$ cat src/rtl/mem_rr_scheduler_if.sv
// Bus bundle between the four requesters, the scheduler and the shared memory port.
// The scheduler connects through the slave modport; the requester/memory side uses master.
interface mem_rr_scheduler_if #(
  parameter int unsigned ADDR_W = 8,
  parameter int unsigned DATA_W = 8
);
  logic [3:0]          req;
  logic [3:0]          req_rw;
  logic [4*ADDR_W-1:0] req_addr;
  logic [4*DATA_W-1:0] req_wdata;
  logic [3:0]          ack;
  logic [DATA_W-1:0]   rdata;
  logic [3:0]          gnt;
  logic                busy;
  logic                mem_valid;
  logic                mem_rw;
  logic [ADDR_W-1:0]   mem_addr;
  logic [DATA_W-1:0]   mem_wdata;
  logic [DATA_W-1:0]   mem_rdata;

  modport slave (
    input  req, req_rw, req_addr, req_wdata, mem_rdata,
    output ack, rdata, gnt, busy, mem_valid, mem_rw, mem_addr, mem_wdata
  );

  modport master (
    output req, req_rw, req_addr, req_wdata, mem_rdata,
    input  ack, rdata, gnt, busy, mem_valid, mem_rw, mem_addr, mem_wdata
  );
endinterface

$ cat src/rtl/mem_rr_scheduler.sv
// Round-robin sequencer giving four requesters turns on one single-port memory.
// Optional macro HIPRI_PORT0_EN: port 0 wins outright, bounded by a starvation limit.
module mem_rr_scheduler #(
  parameter int unsigned ADDR_W  = 8,
  parameter int unsigned DATA_W  = 8,
  parameter int unsigned MEM_LAT = 1
) (
  input logic               clk,
  input logic               reset,
  mem_rr_scheduler_if.slave bus
);

  typedef enum logic [1:0] {StIdle, StIssue, StWait, StDone} state_e;

  state_e            state_q, state_d;
  logic [1:0]        rr_ptr_q, rr_ptr_d;
  logic [1:0]        win_q, win_d;
  logic [3:0]        gnt_q, gnt_d;
  logic [3:0]        ack_q, ack_d;
  logic              busy_q, busy_d;
  logic              mem_valid_q, mem_valid_d;
  logic              mem_rw_q, mem_rw_d;
  logic [ADDR_W-1:0] mem_addr_q, mem_addr_d;
  logic [DATA_W-1:0] mem_wdata_q, mem_wdata_d;
  logic [DATA_W-1:0] rdata_q, rdata_d;
  logic [2:0]        lat_q, lat_d;

  logic [3:0] cand;
  logic [1:0] rr_win;
  logic [1:0] sel;

`ifdef HIPRI_PORT0_EN
  logic [2:0] hp_cnt_q, hp_cnt_d;
  logic       hp_limit;

  // After four straight port-0 wins with others waiting, port 0 sits out one round.
  assign hp_limit = (hp_cnt_q == 3'd4) && (|bus.req[3:1]);
  assign cand     = hp_limit ? (bus.req & 4'b1110) : bus.req;
  assign sel      = (bus.req[0] && !hp_limit) ? 2'd0 : rr_win;
`else
  assign cand = bus.req;
  assign sel  = rr_win;
`endif

  always_comb begin
    logic [1:0] idx;
    logic       found;
    idx    = '0;
    found  = 1'b0;
    rr_win = rr_ptr_q;
    for (int k = 0; k < 4; k++) begin
      idx = rr_ptr_q + 2'(k);
      if (!found && cand[idx]) begin
        rr_win = idx;
        found  = 1'b1;
      end
    end
  end

  always_comb begin
    state_d     = state_q;
    rr_ptr_d    = rr_ptr_q;
    win_d       = win_q;
    gnt_d       = gnt_q;
    ack_d       = '0;
    busy_d      = busy_q;
    mem_valid_d = 1'b0;
    mem_rw_d    = mem_rw_q;
    mem_addr_d  = mem_addr_q;
    mem_wdata_d = mem_wdata_q;
    rdata_d     = rdata_q;
    lat_d       = lat_q;
`ifdef HIPRI_PORT0_EN
    hp_cnt_d    = hp_cnt_q;
`endif
    unique case (state_q)
      StIdle: begin
        if (|bus.req) begin
          win_d       = sel;
          gnt_d       = 4'b0001 << sel;
          busy_d      = 1'b1;
          mem_valid_d = 1'b1;
          mem_rw_d    = bus.req_rw[sel];
          mem_addr_d  = bus.req_addr[sel*ADDR_W +: ADDR_W];
          mem_wdata_d = bus.req_wdata[sel*DATA_W +: DATA_W];
          state_d     = StIssue;
`ifdef HIPRI_PORT0_EN
          if (sel == 2'd0 && (|bus.req[3:1])) begin
            hp_cnt_d = hp_cnt_q + 3'd1;
          end else begin
            hp_cnt_d = '0;
          end
`endif
        end
      end
      StIssue: begin
        lat_d   = 3'(MEM_LAT);
        state_d = StWait;
      end
      StWait: begin
        lat_d = lat_q - 3'd1;
        if (lat_q == 3'd1) begin
          if (mem_rw_q) begin
            rdata_d = bus.mem_rdata;
          end
          ack_d   = gnt_q;
          state_d = StDone;
        end
      end
      StDone: begin
`ifdef HIPRI_PORT0_EN
        // Port-0 wins leave the pointer alone so ports 1..3 keep their rotation.
        if (win_q != 2'd0) begin
          rr_ptr_d = win_q + 2'd1;
        end
`else
        rr_ptr_d = win_q + 2'd1;
`endif
        gnt_d   = '0;
        busy_d  = 1'b0;
        state_d = StIdle;
      end
      default: state_d = StIdle;
    endcase
  end

  always_ff @(posedge clk or negedge reset) begin
    if (!reset) begin
      state_q     <= StIdle;
      rr_ptr_q    <= '0;
      win_q       <= '0;
      gnt_q       <= '0;
      ack_q       <= '0;
      busy_q      <= 1'b0;
      mem_valid_q <= 1'b0;
      mem_rw_q    <= 1'b0;
      mem_addr_q  <= '0;
      mem_wdata_q <= '0;
      rdata_q     <= '0;
      lat_q       <= '0;
`ifdef HIPRI_PORT0_EN
      hp_cnt_q    <= '0;
`endif
    end else begin
      state_q     <= state_d;
      rr_ptr_q    <= rr_ptr_d;
      win_q       <= win_d;
      gnt_q       <= gnt_d;
      ack_q       <= ack_d;
      busy_q      <= busy_d;
      mem_valid_q <= mem_valid_d;
      mem_rw_q    <= mem_rw_d;
      mem_addr_q  <= mem_addr_d;
      mem_wdata_q <= mem_wdata_d;
      rdata_q     <= rdata_d;
      lat_q       <= lat_d;
`ifdef HIPRI_PORT0_EN
      hp_cnt_q    <= hp_cnt_d;
`endif
    end
  end

  assign bus.ack       = ack_q;
  assign bus.rdata     = rdata_q;
  assign bus.gnt       = gnt_q;
  assign bus.busy      = busy_q;
  assign bus.mem_valid = mem_valid_q;
  assign bus.mem_rw    = mem_rw_q;
  assign bus.mem_addr  = mem_addr_q;
  assign bus.mem_wdata = mem_wdata_q;

endmodule

$ cat src/flat_wrapper.sv
// flat-port wrapper written by rule: the top's interface ports become plain ports
module mem_rr_scheduler_flat 
#(
  parameter int unsigned ADDR_W  = 8,
  parameter int unsigned DATA_W  = 8,
  parameter int unsigned MEM_LAT = 1
)
  (clk, reset, bus_req, bus_req_rw, bus_req_addr, bus_req_wdata, bus_mem_rdata, bus_ack, bus_rdata, bus_gnt, bus_busy, bus_mem_valid, bus_mem_rw, bus_mem_addr, bus_mem_wdata);
  mem_rr_scheduler_if #(.ADDR_W(ADDR_W), .DATA_W(DATA_W)) bus_i ();
  input logic clk;
  input logic reset;
  input wire logic [$bits(bus_i.req)-1:0] bus_req;
  input wire logic [$bits(bus_i.req_rw)-1:0] bus_req_rw;
  input wire logic [$bits(bus_i.req_addr)-1:0] bus_req_addr;
  input wire logic [$bits(bus_i.req_wdata)-1:0] bus_req_wdata;
  input wire logic [$bits(bus_i.mem_rdata)-1:0] bus_mem_rdata;
  output wire logic [$bits(bus_i.ack)-1:0] bus_ack;
  output wire logic [$bits(bus_i.rdata)-1:0] bus_rdata;
  output wire logic [$bits(bus_i.gnt)-1:0] bus_gnt;
  output wire logic [$bits(bus_i.busy)-1:0] bus_busy;
  output wire logic [$bits(bus_i.mem_valid)-1:0] bus_mem_valid;
  output wire logic [$bits(bus_i.mem_rw)-1:0] bus_mem_rw;
  output wire logic [$bits(bus_i.mem_addr)-1:0] bus_mem_addr;
  output wire logic [$bits(bus_i.mem_wdata)-1:0] bus_mem_wdata;
  assign bus_i.req = bus_req;
  assign bus_i.req_rw = bus_req_rw;
  assign bus_i.req_addr = bus_req_addr;
  assign bus_i.req_wdata = bus_req_wdata;
  assign bus_i.mem_rdata = bus_mem_rdata;
  assign bus_ack = bus_i.ack;
  assign bus_rdata = bus_i.rdata;
  assign bus_gnt = bus_i.gnt;
  assign bus_busy = bus_i.busy;
  assign bus_mem_valid = bus_i.mem_valid;
  assign bus_mem_rw = bus_i.mem_rw;
  assign bus_mem_addr = bus_i.mem_addr;
  assign bus_mem_wdata = bus_i.mem_wdata;
  mem_rr_scheduler #(.ADDR_W(ADDR_W), .DATA_W(DATA_W), .MEM_LAT(MEM_LAT)) u_core (.clk(clk), .reset(reset), .bus(bus_i));
endmodule
$ cat config.mk
export PLATFORM = sky130hd
export DESIGN_NAME = mem_rr_scheduler_flat
export DESIGN_NICKNAME = d
export VERILOG_FILES = /design/src/rtl/mem_rr_scheduler_if.sv /design/src/rtl/mem_rr_scheduler.sv /design/src/flat_wrapper.sv
export SDC_FILE = /design/constraint.sdc
export NUM_CORES = 1
export LEC_CHECK = 0
export BUFFER_PORTS_ARGS = -buffer_cell sky130_fd_sc_hd__buf_2
export CAP_MARGIN = 10
export CORE_ASPECT_RATIO = 1.5
export CORE_UTILIZATION = 42
export DETAILED_ROUTE_END_ITERATION = 10
export PLACE_DENSITY = 0.87
export SYNTH_ARGS = -nofsm -noshare
export SYNTH_HDL_FRONTEND = slang
export SYNTH_SLANG_ARGS = --single-unit
$ cat constraint.sdc
create_clock -name clk -period 1.9 [get_ports clk]
set_input_delay 0.475 -clock clk [delete_from_list [all_inputs] [get_ports clk]]
set_output_delay 0.475 -clock clk [all_outputs]
set_load 0.01 [all_outputs]
==> flow_summary.yaml, run 1 <==
critical_path:
  timing.critical_path.to_type: "flop"
  worstReg2RegEnd: "u_core.bus.mem_wdata[1]"
  r2r-start: "u_core.rr_ptr_q[0]"
  critPathArrivalTime_ps: 2040
  cp_data_required_time_ps: 2100
  worstSetupPathType: "flop to flop"
  reg2reg_slack_ps: 70
  worstPathMaxFanout: 9
  reg2reg_depth: 8
  cp-start-kind: "flop"
sta:
  timing.final.setup_violations: 0
  grt_setup_unrepaired: "false"
  timing.final.max_slew_violations: 0
  worst-slew-pin-transition_ps: 471.6
  holdWs_ps: 117.3
  totalNegativeSetupSlack_ps: 0
  fin_crit_ps: 1832
  final_worst_path_period_share_pct: 96.41
  slew-limit-headroom_pct: 68.56
  worst_clock_skew_ps: 8.472
  timing.final.hold_violations: 0
  fmax_mhz: 545.9
floorplan:
  fp.dieW_um: 64.22
  die_area_um2: 6121
  start_util_pct: 44.08
  number_of_placement_rows: 33
  design.portCount: 117
  overall_die_height_um: 95.33
  core_region_area_um2: 5533
final_layout:
  post-route-util_pct: 62.17
  layout-drive-gt1-share_pct: 46.98
  final_nets: 468
  stdcell_count: 451
  antenna_diode_count: 0
  area_delta_synth_final_pct: 41.05
grt:
  vias_in_the_first_global_route: 2508
  grt_remaining_overflow: 0
  grt_start_max_net_pins: 21
  grtUsageTotal_pct: 24.10
  antenna_found_initial: 0
  grt_pass1_wl_um: 11400
yosys:
  postSynthNetCount: 329
  synth_cells: 241
  yosysSeqAreaShare_pct: 45.15
  dominantRegCellSynth: "dfrtp_1"
  ys_types: 45
  postSynthAreaPerCell_um2: 10.12
  synth.yosys.warnings: 0
  synth-edff-count: 0
  synth_area_um2: 2439
  fraction_of_registers_with_async_set_or_reset_after_synthesis_pct: 100.0
  seq_cells_post_synth: 44
clock_network:
  htree_levels: 2
  max-clock-path-buffers: 2
  hold_buffers: 0
  cts_buffers: 5
  clkSlewWorstSetupHoldPaths_ps: 90
  clk_latency_ps: 300
  master_cell_of_the_clock_root_buffer: "clkbuf_8"
  tritoncts_clock_tree: "done"
  cts.sink_count: 44
place:
  total_half_perimeter_wirelength_after_legalization_and_detailed_placement_um: 5365
  place.port_buffers: 116
  gpl.final_weighted_congestion: 0.9180
  dp_cells: 439
route:
  drt-wirelength-per-cell_um: 15.62
  drcViolationCount: 0
  avgViaCountPerCell: 5.632
  totalWireLength_um: 7043
  detail-route-antenna-nets: 0
  drt_iter0_markers: 97
  firstDrtPassIters: 4
  via_count: 2540
power:
  power.density_nw_per_um2: 1514
  power.static_leakage_nw: 1.693
  total_power_w: 0.005209
  ir_worst_vdd_v: 0.0007571
run:
  maxCapViolCount: 0
run_status:
  outcome: "finished, final reports clean"
min_path:
  min-delay-path-class: "input pin to asynchronous set/reset pin"
-- sequential cells by signal, summed over array words and instances, names as in the netlist --
register,cells
u_core.bus.gnt,4
u_core.bus.ack,4
u_core.rr_ptr_q,2
u_core.bus.mem_wdata,8
u_core.bus.mem_valid,1
u_core.win_q,2
u_core.bus.busy,1
u_core.bus.mem_rw,1
u_core.state_q,2
u_core.bus.mem_addr,8
u_core.bus.rdata,8
u_core.lat_q,3
-- synth_stat cells, types with 2 or more instances --
cell / instances / area share, %
dfrtp_1: 44 / 45
o21ai_0: 18 / 3.7
nand3_1: 16 / 3.3
a21oi_1: 15 / 3.1
a211oi_1: 12 / 3.7
a221o_1: 12 / 4.9
nor2_1: 12 / 1.8
o22a_1: 11 / 4.0
nand2_1: 10 / 1.5
and3_1: 8 / 2.1
mux2_2: 8 / 3.7
buf_2: 7 / 1.4
ha_1: 6 / 3.1
mux2i_1: 6 / 2.5
nor2b_1: 6 / 1.5
and2_1: 5 / 1.3
inv_1: 5 / 0.77
a22o_1: 4 / 1.4
buf_4: 3 / 0.92
nor3_1: 3 / 0.62
a21o_1: 2 / 0.62
clkbuf_1: 2 / 0.31
inv_2: 2 / 0.31
o21a_1: 2 / 0.62
o21ai_1: 2 / 0.41
-- how the worst max path moves through the flow --
stage,end,from,slack [ps]
5_1_grt,u_core.bus.mem_wdata[1],u_core.rr_ptr_q[0],0.3
2_1_floorplan,u_core.bus.mem_addr[2],bus_req[1],40
4_1_cts,u_core.bus.mem_wdata[2],u_core.rr_ptr_q[1],20
3_3_place_gp,u_core.bus.mem_addr[3],bus_req[2],-40
3_5_place_dp,u_core.bus.mem_addr[2],bus_req[2],-130
6_report,u_core.bus.mem_wdata[1],u_core.rr_ptr_q[0],70
-- metrics by stage --
| step | cell area (um2) | worst slack, ps |
|---|---|---|
| finish | 3440 | 68.17 |
| floorplan | 2439 | 38.16 |
| detailed placement | 3226 | -129.7 |
| global placement | 3226 | -43.96 |
| CTS | 3352 | 18.20 |
| global route | 3440 | 0.2909 |
-- timing repair --
| action | CTS | global route |
|---|---|---|
| resized for setup | 3 | 14 |
| setup endpoints to repair | 1 | 15 |
| pin swaps | 0 | 3 |
| buffers inserted | 0 | 4 |
-- area by class of cell --
cell class	count	area, um2
multi-input combinational	177	1301
sequential	44	1104
clock inverter	3	46.29
tap	70	87.58
inverter	7	26.28
fill	474	2093
clock buffer	5	68.82
timing repair buffer	145	805.8
-- critical path, stage by stage (launching register included) --
cell	delay, ps
dfrtp_2	450
buf_6	150
o22ai_2	90
a221oi_4	290
buf_6	170
clkbuf_4	190
and3_1	160
a211oi_1	50
a211oi_1	190
-- layer usage --
layer  vias to the layer above  wire, um  global-route usage, %
met5                         -         0                      0
met4                         0       237                  9.815
met3                        23       661                  6.340
met2                       143      3565                  43.44
met1                      1179      2579                  26.73
li1                       1195         -                      -
-- report_power, final --
part           total (W)  leakage [nW]  internal [W]  switching, W
clock network   0.000736        0.0548      0.000396      0.000340
registers        0.00165         0.522       0.00137      0.000275
logic            0.00283          1.12       0.00133       0.00150
total            0.00521          1.69       0.00309       0.00212
-- kinds of logic after synthesis --
family | Yosys count | synth area share [%]
AO/OA/AOI/OAI | 90 | 27.30
AND/OR/NAND/NOR | 66 | 14.06
flip-flops | 44 | 45.15
buffers and inverters | 20 | 3.899
multiplexers | 14 | 6.157
adder cells (fa/ha/maj) | 6 | 3.078
XOR/XNOR | 1 | 0.3592
-- cells in the final DEF (no fill, tap or decap), types with 5 or more instances in the layout --
cell      count
a221o_1      12
mux2_2        8
mux2i_1       6
dfrtp_1      42
a21oi_1      14
nand3_1      15
buf_2       116
a211oi_1      8
inv_1         5
nor2b_1       6
clkbuf_8      5
ha_1          6
nand2_1       9
o22a_1       11
and3_1        8
nor2_1       12
o21ai_0      18
buf_4        26
(Power assumes the default switching activity.)
==> inputs of run 2 (changes only) <==
--- a/config.mk
+++ b/config.mk
@@ -10,7 +10,9 @@
 export CORE_ASPECT_RATIO = 1.5
 export CORE_UTILIZATION = 42
 export DETAILED_ROUTE_END_ITERATION = 10
+export MAX_ROUTING_LAYER = met4
 export PLACE_DENSITY = 0.87
+export SETUP_SLACK_MARGIN = 0.15
 export SYNTH_ARGS = -nofsm -noshare
 export SYNTH_HDL_FRONTEND = slang
 export SYNTH_SLANG_ARGS = --single-unit
==> flow_summary.yaml, run 2 (synthesized netlist as in run 1, its figures left out) <==
run_status:
  outcome: "finished, final reports clean"
floorplan:
  start_util_pct: 44.08
  number_of_placement_rows: 33
  die_area_um2: 6121
  core_region_area_um2: 5533
  overall_die_height_um: 95.33
  design.portCount: 117
  fp.dieW_um: 64.22
grt:
  grt_pass1_wl_um: 11740
  grt_start_max_net_pins: 45
  vias_in_the_first_global_route: 2528
  grt_remaining_overflow: 0
  grtUsageTotal_pct: 25.62
  antenna_found_initial: 0
sta:
  fmax_mhz: 559.9
  slew-limit-headroom_pct: 62.95
  timing.final.setup_violations: 0
  grt_setup_unrepaired: "true"
  worst-slew-pin-transition_ps: 555.7
  totalNegativeSetupSlack_ps: 0
  timing.final.hold_violations: 0
  final_worst_path_period_share_pct: 94.01
  timing.final.max_slew_violations: 0
  fin_crit_ps: 1786
  worst_clock_skew_ps: 6.849
power:
  p_clk_share_pct: 12.9
  total_power_w: 0.005627
  power.combinational.fraction_pct: 57.9
  seqPwrFrac_pct: 29.2
  cell_internal_pwr_w: 0.003337
  net-switching-power_w: 0.002290
  power.static_leakage_nw: 1.783
  switching_share_pct: 40.69
  power.density_nw_per_um2: 1532
  ir_worst_vdd_v: 0.0006702
place:
  gpl.final_weighted_congestion: 0.8797
  place.port_buffers: 116
  total_half_perimeter_wirelength_after_legalization_and_detailed_placement_um: 5412
route:
  firstDrtPassIters: 5
  via_count: 2627
  drcViolationCount: 0
  totalWireLength_um: 7720
  avgViaCountPerCell: 5.698
  detail-route-antenna-nets: 0
  drt-wirelength-per-cell_um: 16.75
  drt_iter0_markers: 158
min_path:
  min-delay-path-class: "input pin to asynchronous set/reset pin"
critical_path:
  worstSetupPathType: "flop to flop"
  cp_slowest_stage_delay_ps: 450
  cp-start-kind: "flop"
  worstPathMaxFanout: 7
  critical-path-top-delay-family: "compound AO/OA/AOI/OAI gates"
  worstPathBufferInverterCount: 0
  critical_path.slowest_cell: "dfrtp_2"
  cp_cell_sequence: "and2b_2, a22oi_2, nand3_2, a221o_1, o22a_1"
  timing.critical_path.to_type: "flop"
  r2r-start: "u_core.rr_ptr_q[0]"
  critPathArrivalTime_ps: 1970
  worstSetupStartpoint: "u_core.rr_ptr_q[0]"
  cp_data_required_time_ps: 2090
final_layout:
  layout.cells.most_common_list: "buf_2, dfrtp_1, buf_4"
  antenna_diode_count: 0
  area_delta_synth_final_pct: 50.64
  final_nets: 478
  layout_commonest_cell: "buf_2"
  register_area_um2: 1104
  multi_input_area_um2: 1431
  filler_cell_count: 429
  layout-drive-gt1-share_pct: 54.73
clock_network:
  cts_buffers: 5
  cts.sink_count: 44
  tritoncts_clock_tree: "done"
  hold_buffers: 0
  clk_latency_ps: 290
  htree_levels: 2
  clkSlewWorstSetupHoldPaths_ps: 90
  master_cell_of_the_clock_root_buffer: "clkbuf_8"
  max-clock-path-buffers: 2
run:
  maxCapViolCount: 0
-- run 2: cell count changes in the layout (fill, tap and decap cells not counted), sizes merged --
cell      previous run  this run
nand2               11        12
buf                144       154
inv                  8         7
clkinvlp             1         0
clkinv               0         2
clkbuf               6         5
-- run 2: path summary, 6_finish.rpt --
check	end	slack (ps)	cells after the start
setup / recovery	u_core.bus.mem_addr[5]	110	5
hold / removal	u_core.bus.mem_addr[1]	240	2
setup reg to reg	u_core.bus.mem_addr[5]	110	5
hold reg to reg	u_core.bus.busy	490	1
max in group asynchronous	u_core.rr_ptr_q[0]	1240	2
min in group clk	u_core.bus.rdata[7]	410	2
-- run 2: through the flow --
stage | hold WS, ps | std cells | worst slack, ps | util, % | cell area [um2]
3_5_place_dp | 468.3 | 443 | -79.05 | 59.20 | 3276
4_1_cts | 268.8 | 460 | 139.8 | 64.31 | 3558
2_1_floorplan | 179.4 | 241 | 106.9 | - | 2470
5_1_grt | 291.8 | 461 | 30.92 | 66.40 | 3674
6_report | 241.2 | 461 | 113.9 | 66.40 | 3674
3_3_place_gp | 465.0 | 443 | -34.75 | 59.20 | 3276
-- run 2: final cells by class --
cell class | instances | share of cell area (%)
multi-input cells | 178 | 38.96
flip-flops and latches | 44 | 30.04
clock inverters | 3 | 1.294
clock buffers | 5 | 1.873
inverters | 7 | 0.7153
repair buffers | 154 | 24.73
well taps | 70 | 2.384
-- run 2: power groups by stage --
stage	Clock [W]	Combinational [W]	Sequential, W
floorplan	0	0.00161	0.00177
global placement	0	0.00267	0.00165
detailed placement	0	0.00278	0.00167
CTS	0.000732	0.00304	0.00164
global route	0.000775	0.00354	0.00169
finish	0.000728	0.00326	0.00164
-- run 2: what timing repair did --
item / 4_1_cts / 5_1_grt
endpoints found under the setup margin: 17 / 18
pin swaps: 8 / 16
gates resized for setup: 27 / 30
buffers inserted: 6 / 1
gates cloned: 3 / 0
-- run 2: routing by layer --
| layer | vias to the layer above | part of all wire, % | global-route usage [%] |
|---|---|---|---|
| li1 | 1208 | - | - |
| met1 | 1267 | 36 | 27.93 |
| met2 | 126 | 56 | 47.52 |
| met3 | 26 | 5.4 | 1.675 |
| met4 | 0 | 2.9 | 11.30 |
| met5 | - | 0 | - |
==> inputs of run 3 (changes only) <==
--- a/config.mk
+++ b/config.mk
@@ -12,6 +12,7 @@
 export DETAILED_ROUTE_END_ITERATION = 10
 export MAX_ROUTING_LAYER = met4
 export PLACE_DENSITY = 0.87
+export RECOVER_POWER = 50
 export SETUP_SLACK_MARGIN = 0.15
 export SYNTH_ARGS = -nofsm -noshare
 export SYNTH_HDL_FRONTEND = slang
==> flow_summary.yaml, run 3 (synthesized netlist as in run 1, its figures left out) <==
run_status:
  outcome: "finished, final reports clean"
floorplan:
  fp.dieW_um: 64.22
  start_util_pct: 44.08
  core_region_area_um2: 5533
  die_area_um2: 6121
  design.portCount: 117
  overall_die_height_um: 95.33
  number_of_placement_rows: 33
power:
  power.density_nw_per_um2: 1534
  power.static_leakage_nw: 1.750
  ir_worst_vdd_v: 0.0006683
critical_path:
  cp-start-kind: "flop"
  worstPathMaxFanout: 7
  cp_slowest_stage_delay_ps: 440
  worstSetupStartpoint: "u_core.rr_ptr_q[1]"
  worst_path_most_repeated_cell: "buf_4"
  timing.critical_path.to_type: "flop"
  cp_data_required_time_ps: 2070
  cp_cell_sequence: "buf_4, a2111o_1, and2_4, buf_4, nor2_4, a211oi_1"
  critical_path.slowest_cell: "dfrtp_2"
  worstSetupPathType: "flop to flop"
  critPathArrivalTime_ps: 1950
  r2r-start: "u_core.rr_ptr_q[1]"
route:
  via_count: 2632
  drt_iter0_markers: 173
  totalWireLength_um: 7713
  drt-wirelength-per-cell_um: 16.73
  drcViolationCount: 0
  firstDrtPassIters: 4
  avgViaCountPerCell: 5.709
  detail-route-antenna-nets: 0
final_layout:
  layout.cells.most_common_list: "buf_2, dfrtp_1, buf_4"
  area_delta_synth_final_pct: 50.08
  layout-drive-gt1-share_pct: 52.43
  final_nets: 478
  layout_commonest_cell: "buf_2"
  fin_area_um2: 3660
  antenna_diode_count: 0
sta:
  timing.final.hold_violations: 0
  timing.final.max_slew_violations: 0
  fmax_mhz: 560.4
  final_worst_path_period_share_pct: 93.91
  fin_crit_ps: 1784
  totalNegativeSetupSlack_ps: 0
  slew-limit-headroom_pct: 28.25
  worst-slew-pin-transition_ps: 1076
  worst_clock_skew_ps: 9.609
  timing.final.setup_violations: 0
  grt_setup_unrepaired: "true"
  holdWs_ps: 406.3
place:
  gpl.final_weighted_congestion: 0.8797
  total_half_perimeter_wirelength_after_legalization_and_detailed_placement_um: 5412
  placed_instance_area_um2: 3276
  place.port_buffers: 116
run:
  maxCapViolCount: 0
clock_network:
  clkSlewWorstSetupHoldPaths_ps: 90
  cts.sink_count: 44
  htree_levels: 2
  cts_buffers: 5
  tritoncts_clock_tree: "done"
  clk_latency_ps: 290
  max-clock-path-buffers: 2
  master_cell_of_the_clock_root_buffer: "clkbuf_8"
  hold_buffers: 0
grt:
  antenna_found_initial: 0
  grtUsageTotal_pct: 25.62
  vias_in_the_first_global_route: 2528
  grt_start_max_net_pins: 45
  grt_pass1_wl_um: 11740
  grt_remaining_overflow: 0
min_path:
  min-delay-path-class: "input pin to flop"
  worst_hold_startpoint: "bus_mem_rdata[7]"
[run 3: changes by cell type in the layout (fill, tap and decap cells not counted), sizes merged]
cell	change
buf	-10
clkbuf	+10
[run 3: worst paths after layout]
path                                          end  cells past startpoint  slack (ps)
setup / recovery           u_core.bus.mem_addr[4]                      6         120
setup reg to reg           u_core.bus.mem_addr[4]                      6         120
hold reg to reg                   u_core.bus.busy                      1         490
hold / removal                u_core.bus.rdata[7]                      2         410
min in group asynchronous  u_core.bus.mem_addr[1]                      2         450
max in group asynchronous      u_core.rr_ptr_q[0]                      2         720
[run 3: routing by layer]
metal / share of wire (%) / wire, um / up-vias / global-route usage [%]
met5: 0 / 0 / - / -
li1: - / - / 1207 / -
met3: 5.4 / 416 / 23 / 1.675
met1: 36 / 2795 / 1284 / 27.93
met2: 56 / 4291 / 118 / 47.52
met4: 2.7 / 210 / 0 / 11.30
[run 3: through the flow]
| step | setup WS [ps] | power [W] | util [%] | std cells |
|---|---|---|---|---|
| after global placement | -34.75 | 0.004324 | 59.20 | 443 |
| after CTS | 139.8 | 0.005407 | 64.31 | 460 |
| final | 115.7 | 0.005615 | 66.15 | 461 |
| after floorplan | 106.9 | 0.003380 | - | 241 |
| after global routing | 30.92 | 0.005987 | 66.15 | 461 |
| after detailed placement | -79.05 | 0.004443 | 59.20 | 443 |
[run 3: report_power, final]
group / total [W] / switching, W / internal, W
combinational: 0.00324 / 0.00169 / 0.00155
clock: 0.000733 / 0.000337 / 0.000396
sequential: 0.00165 / 0.000276 / 0.00137
[run 3: critical path, delay by kind of cell (launching register included)]
| family | cells | cell delay (ps) |
|---|---|---|
| DFF | 1 | 440 |
| AOI/OAI and AO/OA | 2 | 540 |
| and+or+nand+nor | 2 | 370 |
| buffers and inverters | 2 | 310 |
[run 3: final cells by class]
cell class	instances	area, um2
clock buffer	5	68.82
clock inverter	3	47.55
fill	435	1873
inverter	7	26.28
multi-input combinational	178	1431
sequential	44	1104
tap	70	87.58
timing repair buffer	154	894.6
[run 3: timing repair]
action / 4_1_cts / 5_1_grt
setup buffers: 6 / 1
endpoints found under the setup margin: 17 / 18
gates cloned: 3 / 0
pin swaps: 8 / 16
resized for setup: 27 / 30
